`src/rtl/btn_pkg.sv`:
```
// Shared button codes, controller state encoding and sizing helper
// for the button sequence memory game.
package btn_pkg;

    localparam logic [3:0] BTN_UP    = 4'd0;
    localparam logic [3:0] BTN_DOWN  = 4'd1;
    localparam logic [3:0] BTN_RIGHT = 4'd2;
    localparam logic [3:0] BTN_LEFT  = 4'd3;
    localparam logic [3:0] BTN_A     = 4'd4;
    localparam logic [3:0] BTN_B     = 4'd5;
    localparam logic [3:0] BTN_MAX   = BTN_B;

    typedef enum logic [2:0] {
        S_IDLE,
        S_GROW,
        S_SHOW,
        S_GAP,
        S_INPUT,
        S_PASS,
        S_FAIL,
        S_WIN
    } state_t;

    function automatic int max3(input int a, input int b, input int c);
        int m;
        m = (a > b) ? a : b;
        return (m > c) ? m : c;
    endfunction

endpackage

```
`src/rtl/cycle_timer.sv`:
```
// Loadable down-counter that saturates at zero; done while count is zero.
// Ports: clk, rst, load/value (preset), count (decrement enable), done.
module cycle_timer #(
    parameter int W = 8
) (
    input  logic         clk,
    input  logic         rst,
    input  logic         load,
    input  logic         count,
    input  logic [W-1:0] value,
    output logic         done
);

    logic [W-1:0] cnt;

    always_ff @(posedge clk) begin
        if (rst) begin
            cnt <= '0;
        end else if (load) begin
            cnt <= value;
        end else if (count && cnt != '0) begin
            cnt <= cnt - W'(1);
        end
    end

    assign done = (cnt == '0);

endmodule

```
`src/rtl/button_seq_ctrl.sv`:
```
// Memory game controller: grows a random button sequence, displays it,
// then checks the player's presses with an inactivity timeout.
// Ports: clk, rst, start, rand_in, btn_valid/btn_code in;
//        show_valid/show_code, busy, pass, fail, won, level out.
module button_seq_ctrl
    import btn_pkg::*;
#(
    parameter int MAX_LEN        = 16,
    parameter int SHOW_CYCLES    = 25_000_000,
    parameter int GAP_CYCLES     = 12_500_000,
    parameter int TIMEOUT_CYCLES = 250_000_000
) (
    input  logic       clk,
    input  logic       rst,
    input  logic       start,
    input  logic [3:0] rand_in,
    input  logic       btn_valid,
    input  logic [3:0] btn_code,
    output logic       show_valid,
    output logic [3:0] show_code,
    output logic       busy,
    output logic       pass,
    output logic       fail,
    output logic       won,
    output logic [4:0] level
);

    localparam int TMAX = max3(SHOW_CYCLES, GAP_CYCLES, TIMEOUT_CYCLES);
    localparam int TW   = $clog2(TMAX + 1);
    localparam int IW   = $clog2(MAX_LEN);

    // Timer counts down to zero, so an interval of N cycles loads N-1.
    localparam logic [TW-1:0] SHOW_LD = TW'(SHOW_CYCLES - 1);
    localparam logic [TW-1:0] GAP_LD  = TW'(GAP_CYCLES - 1);
    localparam logic [TW-1:0] TO_LD   = TW'(TIMEOUT_CYCLES - 1);
    localparam logic [4:0]    LEN     = 5'(MAX_LEN);

    state_t        state, state_n;
    logic [4:0]    level_n;
    logic [4:0]    idx, idx_n;
    logic          wr;
    logic          tmr_load;
    logic          tmr_count;
    logic          tmr_done;
    logic [TW-1:0] tmr_val;
    logic [2:0]    seq [MAX_LEN];
    logic [2:0]    cur;

    assign cur = seq[idx[IW-1:0]];

    cycle_timer #(.W(TW)) u_timer (
        .clk   (clk),
        .rst   (rst),
        .load  (tmr_load),
        .count (tmr_count),
        .value (tmr_val),
        .done  (tmr_done)
    );

    always_ff @(posedge clk) begin
        if (rst) begin
            state <= S_IDLE;
            level <= '0;
            idx   <= '0;
        end else begin
            state <= state_n;
            level <= level_n;
            idx   <= idx_n;
        end
    end

    always_ff @(posedge clk) begin
        if (wr) begin
            seq[level[IW-1:0]] <= rand_in[2:0];
        end
    end

    always_comb begin
        state_n  = state;
        level_n  = level;
        idx_n    = idx;
        wr       = 1'b0;
        tmr_load = 1'b0;
        tmr_val  = '0;
        unique case (state)
            S_IDLE: begin
                if (start) begin
                    level_n = '0;
                    state_n = S_GROW;
                end
            end
            S_GROW: begin
                if (rand_in <= BTN_MAX) begin
                    wr       = 1'b1;
                    level_n  = level + 5'd1;
                    idx_n    = '0;
                    tmr_load = 1'b1;
                    tmr_val  = SHOW_LD;
                    state_n  = S_SHOW;
                end
            end
            S_SHOW: begin
                if (tmr_done) begin
                    tmr_load = 1'b1;
                    tmr_val  = GAP_LD;
                    state_n  = S_GAP;
                end
            end
            S_GAP: begin
                if (tmr_done) begin
                    tmr_load = 1'b1;
                    if (idx < level - 5'd1) begin
                        idx_n   = idx + 5'd1;
                        tmr_val = SHOW_LD;
                        state_n = S_SHOW;
                    end else begin
                        idx_n   = '0;
                        tmr_val = TO_LD;
                        state_n = S_INPUT;
                    end
                end
            end
            S_INPUT: begin
                // A press on the expiry cycle wins over the timeout.
                if (btn_valid) begin
                    if (btn_code == {1'b0, cur}) begin
                        tmr_load = 1'b1;
                        tmr_val  = TO_LD;
                        if (idx == level - 5'd1) begin
                            state_n = S_PASS;
                        end else begin
                            idx_n = idx + 5'd1;
                        end
                    end else begin
                        state_n = S_FAIL;
                    end
                end else if (tmr_done) begin
                    state_n = S_FAIL;
                end
            end
            S_PASS: begin
                state_n = (level == LEN) ? S_WIN : S_GROW;
            end
            S_FAIL: begin
                state_n = S_IDLE;
            end
            S_WIN: begin
                if (start) begin
                    level_n = '0;
                    state_n = S_GROW;
                end
            end
            default: begin
                state_n = S_IDLE;
            end
        endcase
    end

    assign tmr_count  = (state == S_SHOW) || (state == S_GAP) ||
                        (state == S_INPUT);
    assign show_valid = (state == S_SHOW);
    assign show_code  = show_valid ? {1'b0, cur} : 4'd0;
    assign busy       = (state != S_IDLE);
    assign pass       = (state == S_PASS);
    assign fail       = (state == S_FAIL);
    assign won        = (state == S_WIN);

endmodule

```
`config.mk`:
```
export PLATFORM = sky130hd
export DESIGN_NAME = button_seq_ctrl
export DESIGN_NICKNAME = d
export VERILOG_FILES = /design/src/rtl/btn_pkg.sv /design/src/rtl/cycle_timer.sv /design/src/rtl/button_seq_ctrl.sv
export SDC_FILE = /design/constraint.sdc
export NUM_CORES = 1
export LEC_CHECK = 0
export ABC_CLOCK_PERIOD_IN_PS = 3700
export BUFFER_PORTS_ARGS = -buffer_cell sky130_fd_sc_hd__buf_2
export CAP_MARGIN = 20
export CORE_UTILIZATION = 50
export CTS_BUF_LIST = sky130_fd_sc_hd__clkbuf_4
export DETAILED_ROUTE_END_ITERATION = 6
export PLACE_DENSITY = 0.72
export SLEW_MARGIN = 25
export SYNTH_ARGS = -nofsm -noshare
export SYNTH_HDL_FRONTEND = slang
export SYNTH_HIERARCHICAL = 1
export SYNTH_SLANG_ARGS = --single-unit
```
`constraint.sdc`:
```
create_clock -name clk -period 3.7 [get_ports clk]
set_clock_uncertainty 0.2 [all_clocks]
set_input_delay 0 -clock clk [delete_from_list [all_inputs] [get_ports clk]]
set_output_delay 0 -clock clk [all_outputs]
set_load 0.03 [all_outputs]
```
==> flow_summary.json, run 1 <==
{
  "yosysUniqueCellTypes": 69,
  "num_rows": 36,
  "layout-drive-gt1-share_pct": 18.06,
  "grt_max_degree": 37,
  "vdd_drop_max_mv": 0.2496,
  "report.final.setup_viol": 0,
  "synth_ff_type": "edfxtp_1",
  "dpl_cell_area_um2": 5420,
  "crit_chain": "buf_4 -> mux4_2 -> mux2i_2 -> mux2i_1 -> xnor2_1 -> or4b_4 -> o21ai_1 -> buf_4 -> nand2b_1 -> buf_4 -> nor2_1 -> a311oi_1",
  "die_area_um2": 10570,
  "grt_usage_pct": 23.87,
  "nFillCells": 849,
  "critPathKind": "reg2reg",
  "slew_headroom_pct": 52.30,
  "top_layer": "met4",
  "yosys_register_bits": 93,
  "clk_path_buf_depth": 2,
  "synth_edf_count": 48,
  "clkTransAtPathRegs_ns": 0.17,
  "drtPass1Iterations": 4,
  "crit_top_cell": "buf_4",
  "drc": 0,
  "dp_slack_ns": 0.01061,
  "grt_pass1_wl_um": 19000,
  "vias": 4089,
  "worst_pin_slew_ns": 0.7139,
  "maxCapViolations": 0,
  "syn_to_final_growth_pct": 11.65,
  "core-area_um2": 9819,
  "port_buffers": 24,
  "htreeDepth": 3,
  "fin_area_um2": 5672,
  "syn-cell-area_um2": 5080,
  "wl_met2_um": 5343,
  "rsz0062_at_grt": "false",
  "die_x_um": 102.8,
  "initial_utilization_pct": 51.73,
  "ys_seq_area_share_pct": 46.11,
  "avgViaCountPerCell": 6.103,
  "cts_buffers": 9,
  "grt_pass1_vias": 3771,
  "crit_slowest_cell": "or4b_4",
  "fin_ws_ns": 0.1898,
  "drtAntennaViolNets": 0,
  "routabilityCongestion": 0.9229,
  "fin_setup_tns_ns": 0,
  "fmax_mhz": 284.9,
  "fp.dieH_um": 102.8,
  "dp_hpwl_um": 8666,
  "ys_warn_count": 6,
  "hold_class": "in2reg",
  "power_uw": 3057,
  "cp.required_ns": 3.87,
  "diodes": 0,
  "startpoint_type": "flop",
  "io_pins": 26,
  "max_stage_delay_ns": 0.57,
  "timing.final.hold_violations": 0,
  "powerDensity_nw_per_um2": 539.0,
  "avgRoutedWirePerCell_um": 17.99,
  "route.met3.wl_um": 974,
  "end_kind": "flop",
  "arrival_ns": 3.68,
  "period_needed_ns": 3.510,
  "cts_root_buffer": "clkbuf_4",
  "wirelength_met1_um": 5659,
  "insertion_delay_ns": 0.46,
  "fin_crit_sh_pct": 94.87,
  "nNetsFinal": 557,
  "grt-ovfl-total": 0,
  "p_leak_uw": 0.002024,
  "antenna_found_initial": 0,
  "cp_max_fo": 6,
  "cts_sinks": 93,
  "run_status": "finished, final reports clean",
  "synth-async-reset-ratio_pct": 0,
  "post-cts-setup-buffer-count": 0,
  "finalMaxSlewViolations": 0,
  "hold_ws_ns": 0.06757,
  "cts_tree": "yes",
  "wl_um": 12060,
  "syn_area_per_cell_um2": 10.30,
  "drt_iter0_drc": 323,
  "netlist_instances": 493
}
placed cells by master (no fill, tap or decap), drive strengths merged, types with 3 or more instances in the layout:
cell and instances:
a2111oi 4, a211oi 7, a21oi 17, a311oi 16
a31oi 5, and2 4, and3 6, and4 6
buf 44, clkbuf 9, conb 3, dfxtp 45
dlygate4sd3 7, edfxtp 48, ha 13, inv 23
mux2 3, mux2i 10, mux4 12, nand2 34
nand2b 14, nand3 9, nand4 8, nand4b 3
nor2 55, nor2b 8, nor3 10, nor3b 4
nor4 9, o21ai 27, o31ai 4, or2 3
or3 12, or4 9, xnor2 9, xor2 3
registers in the layout, summed over array words and instances (netlist names), named ones only:
register and count:
seq 48, u_timer/cnt 28, idx 5, level 5
state 3
synth_stat cells, drive strengths merged, types with 4 or more instances:
cell type,instances,area (µm²)
mux2i,10,112.6
ha,13,162.7
nand2,34,130.1
xnor2,9,78.83
mux4,12,270.3
and4,6,52.55
nor2b,8,50.05
nor4,9,92.59
a21oi,17,85.08
and2,4,25.02
nor3b,4,30.03
nand3,9,45.04
nand4,8,65.06
o21ai,27,135.1
a2111oi,4,35.03
or4,9,75.07
edfxtp,48,1441
dfxtp,45,900.9
o31ai,4,30.03
and3,6,37.54
buf,6,45.04
a31oi,5,31.28
nand2b,14,87.58
a311oi,16,140.1
a211oi,7,57.55
nor2,55,206.5
inv,17,63.81
or3,12,75.07
clkbuf,19,71.32
nor3,10,50.05
report_power, final:
group	switching (µW)	internal, µW	total (µW)
Combinational	682	442	1120
Clock	397	232	630
Sequential	130	1170	1300
Total	1210	1850	3060
cell type report:
class                      count  area (µm²)  area share (%)
clock buffer                   9       67.56           1.191
inverter                      17       63.81           1.125
clock inverter                 7       95.09           1.677
multi-input combinational    360        2582           45.53
timing repair buffer          51       352.8           6.221
tap                          133       166.4           2.934
sequential                    93        2344           41.32
path summary, 6_finish.rpt:
path                            depth (start not counted)                      endpoint  slack (ns)                    startpoint
worst max-delay path                                   12  u_timer/cnt[13]$_SDFFE_PP0P_        0.19                          flop
worst min-delay path                                    6         state[0]$_SDFFE_PP0P_        0.07                   btn_code[1]
worst max register to register                         12  u_timer/cnt[13]$_SDFFE_PP0P_        0.19                          flop
worst min register to register                          2  u_timer/cnt[27]$_SDFFE_PP0P_        0.34  u_timer/cnt[27]$_SDFFE_PP0P_
worst max-delay path: cells and delay by family, from the launching register on:
family	cells	cell delay, ns
buffers and inverters	3	0.53
XOR/XNOR	1	0.15
AND/OR/NAND/NOR	3	0.88
AO/OA/AOI/OAI	2	0.43
multiplexers	3	0.86
flip-flops	1	0.37
layer usage:
| layer | GRT usage, % | vias up |
|---|---|---|
| met4 | 7.042 | 0 |
| met2 | 36.15 | 156 |
| met1 | 33.62 | 1975 |
| li1 | - | 1950 |
| met5 | 0 | - |
| met3 | 6.305 | 8 |
through the flow:
step | instances | utilization (%)
2_1_floorplan | 495 | -
3_3_place_gp | 647 | 55.20
3_5_place_dp | 647 | 55.20
4_1_cts | 670 | 57.57
5_1_grt | 670 | 57.76
6_report | 670 | 57.76
cells by family after synthesis:
| group | Yosys count | share of synthesized area, % |
|---|---|---|
| fa+ha+maj | 13 | 3.202 |
| simple gates | 204 | 22.86 |
| xor+xnor | 12 | 2.069 |
| mux | 25 | 8.276 |
| other cells | 1 | 0.07382 |
| buf+inv | 42 | 3.547 |
| flops | 93 | 46.11 |
| compound gates | 103 | 13.87 |
repair_timing:
item | CTS | global route
hold endpoints to repair | 79 | 0
gates resized for setup | 0 | 7
endpoints found under the setup margin | 0 | 26
hold buffers | 7 | 0
(Power assumes the default switching activity.)
==> run 2, diff against run 1 <==
--- a/config.mk
+++ b/config.mk
@@ -15,5 +15,4 @@
 export SLEW_MARGIN = 25
 export SYNTH_ARGS = -nofsm -noshare
 export SYNTH_HDL_FRONTEND = slang
-export SYNTH_HIERARCHICAL = 1
 export SYNTH_SLANG_ARGS = --single-unit
==> run 2 against run 1 <==
  * Worst hold slack got worse by 0.044 ns
  * Die area decreased by 0.19%
  * Area after synthesis decreased by 0.20%
  * Sequential share of layout area increased by 1.6 points
  * Sequential power about the same
  * Fmax increased by 2.4%
  * Critical endpoint is now state[0]$_SDFFE_PP0P_
  * Largest cell class unchanged
==> flow_summary.json, run 2 <==
{
  "nNetsFinal": 535,
  "rsz0062_at_grt": "false",
  "p_leak_uw": 0.001910,
  "avgViaCountPerCell": 6.225,
  "run_status": "finished, final reports clean",
  "largest_register_ffs": 48,
  "min_to": "state[1]$_SDFFE_PP0P_",
  "drtAntennaViolNets": 0,
  "synth_xor_area_share_pct": 3.110,
  "fin_crit_sh_pct": 92.65,
  "ys_seq_area_share_pct": 46.20,
  "finalMaxSlewViolations": 0,
  "netlist_top_cells_count": "edfxtp_1, dfxtp_1, a21oi_1, nor2_1, nor3_1",
  "rrSetupSlack_ns": 0.27,
  "grt_pass1_wl_um": 18460,
  "critPathKind": "reg2reg",
  "startpoint_type": "flop",
  "maxCapViolations": 0,
  "vdd_drop_max_mv": 0.2268,
  "powerDensity_nw_per_um2": 572.8,
  "fin_setup_tns_ns": 0,
  "grt-ovfl-total": 0,
  "timing.final.hold_violations": 0,
  "io_pins": 26,
  "syn_to_final_growth_pct": 7.576,
  "arrival_ns": 3.58,
  "core-area_um2": 9819,
  "synth_top_family_by_area": "simple AND/OR/NAND/NOR gates",
  "fmax_mhz": 291.7,
  "synth_top_area_share_pct": 28.43,
  "htreeDepth": 3,
  "min_from": "start",
  "whs_path_depth": 6,
  "port_buffers": 24,
  "report.final.setup_viol": 0,
  "grt_max_degree": 33,
  "cp.required_ns": 3.86,
  "grt_pass1_vias": 3581,
  "syn_area_per_cell_um2": 10.50,
  "initial_utilization_pct": 51.63,
  "syn-cell-area_um2": 5070,
  "layout-drive-gt1-share_pct": 14.92,
  "end_kind": "flop",
  "synth_ff_type": "edfxtp_1",
  "antenna_found_initial": 0,
  "insertion_delay_ns": 0.45,
  "dp_hpwl_um": 8349,
  "cts_root_buffer": "clkbuf_4",
  "mostFrequentLayoutCells": "edfxtp_1, dfxtp_1, nor2_1, a21oi_1, nor3_1",
  "r2r-start": "u_timer.cnt[20]$_SDFFE_PP0P_",
  "yosys_register_bits": 93,
  "vias": 4040,
  "clkTransAtPathRegs_ns": 0.15,
  "worst_pin_slew_ns": 0.7042,
  "synth-async-reset-ratio_pct": 0,
  "cts_sinks": 93,
  "fp.dieH_um": 102.7,
  "drt_iter0_drc": 241,
  "nFillCells": 858,
  "yosys.area_share.simple_pct": 22.80,
  "r2r_cells": 8,
  "synth_compound_area_share_pct": 11.35,
  "synth_area_leaders": "edfxtp_1, dfxtp_1, a21oi_1, nor3_1, nor4_1",
  "post-cts-setup-buffer-count": 0,
  "reg2reg_to": "state[0]$_SDFFE_PP0P_",
  "synth_edf_count": 48,
  "slew_headroom_pct": 52.74,
  "period_needed_ns": 3.428,
  "diodes": 0,
  "yosys.cell_count.top_type": "edfxtp_1",
  "drc": 0,
  "hold_class": "in2reg",
  "wl_um": 11760,
  "yosysUniqueCellTypes": 70,
  "synth_area_leader_cell": "edfxtp_1",
  "netlist_instances": 483,
  "routabilityCongestion": 0.8834,
  "ys_warn_count": 0,
  "synth_adder_area_share_pct": 2.962,
  "synth.net_count": 507,
  "die_x_um": 102.7,
  "hold_ws_ns": 0.02340,
  "grt_usage_pct": 23.30,
  "cts_tree": "yes",
  "avgRoutedWirePerCell_um": 18.12,
  "cp_max_fo": 19,
  "num_rows": 36,
  "final_common_cell": "edfxtp_1",
  "cts_buffers": 9,
  "synthMuxAreaShare_pct": 8.810,
  "die_area_um2": 10550,
  "clk_path_buf_depth": 2,
  "drtPass1Iterations": 5
}
[run 2: worst max-delay path: stages, from the launching register on]
cell	delay (ns)
dfxtp_1	0.40
or4_1	0.63
nor4_2	0.44
a31oi_2	0.25
buf_4	0.27
a21boi_1	0.26
dlygate4sd3_1	0.64
nor2_1	0.05
nor4_1	0.20
[run 2: final cells by class]
cell class                 instances  area [µm²]  share of cell area (%)
tap                              133       166.4                   3.051
inverter                           9       33.78                  0.6194
timing repair buffer              43       280.3                   5.139
clock buffer                      10       75.07                   1.376
clock inverter                     6       47.55                  0.8718
sequential                        93        2342                   42.95
multi-input combinational        355        2509                   46.00
[run 2: cell families after synthesis]
group,Yosys count
fa+ha+maj,12
other cells,1
mux,32
buf+inv,35
xor+xnor,18
compound gates,89
flops,93
simple gates,203
[run 2: how the worst max path moves through the flow]
stage,startpoint,to,cells past startpoint
finish,u_timer.cnt[20]$_SDFFE_PP0P_,state[0]$_SDFFE_PP0P_,8
global route,level[0]$_SDFFE_PP0P_,u_timer.cnt[9]$_SDFFE_PP0P_,12
CTS,u_timer.cnt[20]$_SDFFE_PP0P_,state[0]$_SDFFE_PP0P_,8
detailed placement,level[0]$_SDFFE_PP0P_,u_timer.cnt[6]$_SDFFE_PP0P_,12
global placement,u_timer.cnt[20]$_SDFFE_PP0P_,u_timer.cnt[27]$_SDFFE_PP0P_,8
floorplan,level[0]$_SDFFE_PP0P_,u_timer.cnt[11]$_SDFFE_PP0P_,12
[run 2: stage by stage]
step                      setup WS [ns]  util [%]  area, µm²  total power [µW]  std cells
after floorplan                  0.6489         -       5070              2252        483
after CTS                        0.1533     55.42       5441              3092        649
after global placement           0.5554     53.45       5249              2543        626
after global routing            0.09393     55.54       5454              3326        649
after detailed placement         0.3960     53.45       5249              2572        626
final                            0.2721     55.54       5454              3124        649
[run 2: power by group]
part / switching [µW] / internal, µW
registers: 149 / 1180
logic: 784 / 491
clock network: 364 / 152
[run 2: layer usage]
layer / GRT usage (%) / share of wire [%] / up-vias
met5: 0 / 0 / -
met4: 8.681 / 1.2 / 0
met2: 34.10 / 45 / 153
li1: - / - / 1921
met1: 33.74 / 47 / 1952
met3: 5.085 / 6.8 / 14
[run 2: what timing repair did]
action	4_1_cts	5_1_grt
endpoints found under the setup margin	0	1
hold endpoints to repair	72	0
hold buffers	7	0
resized for setup	0	2
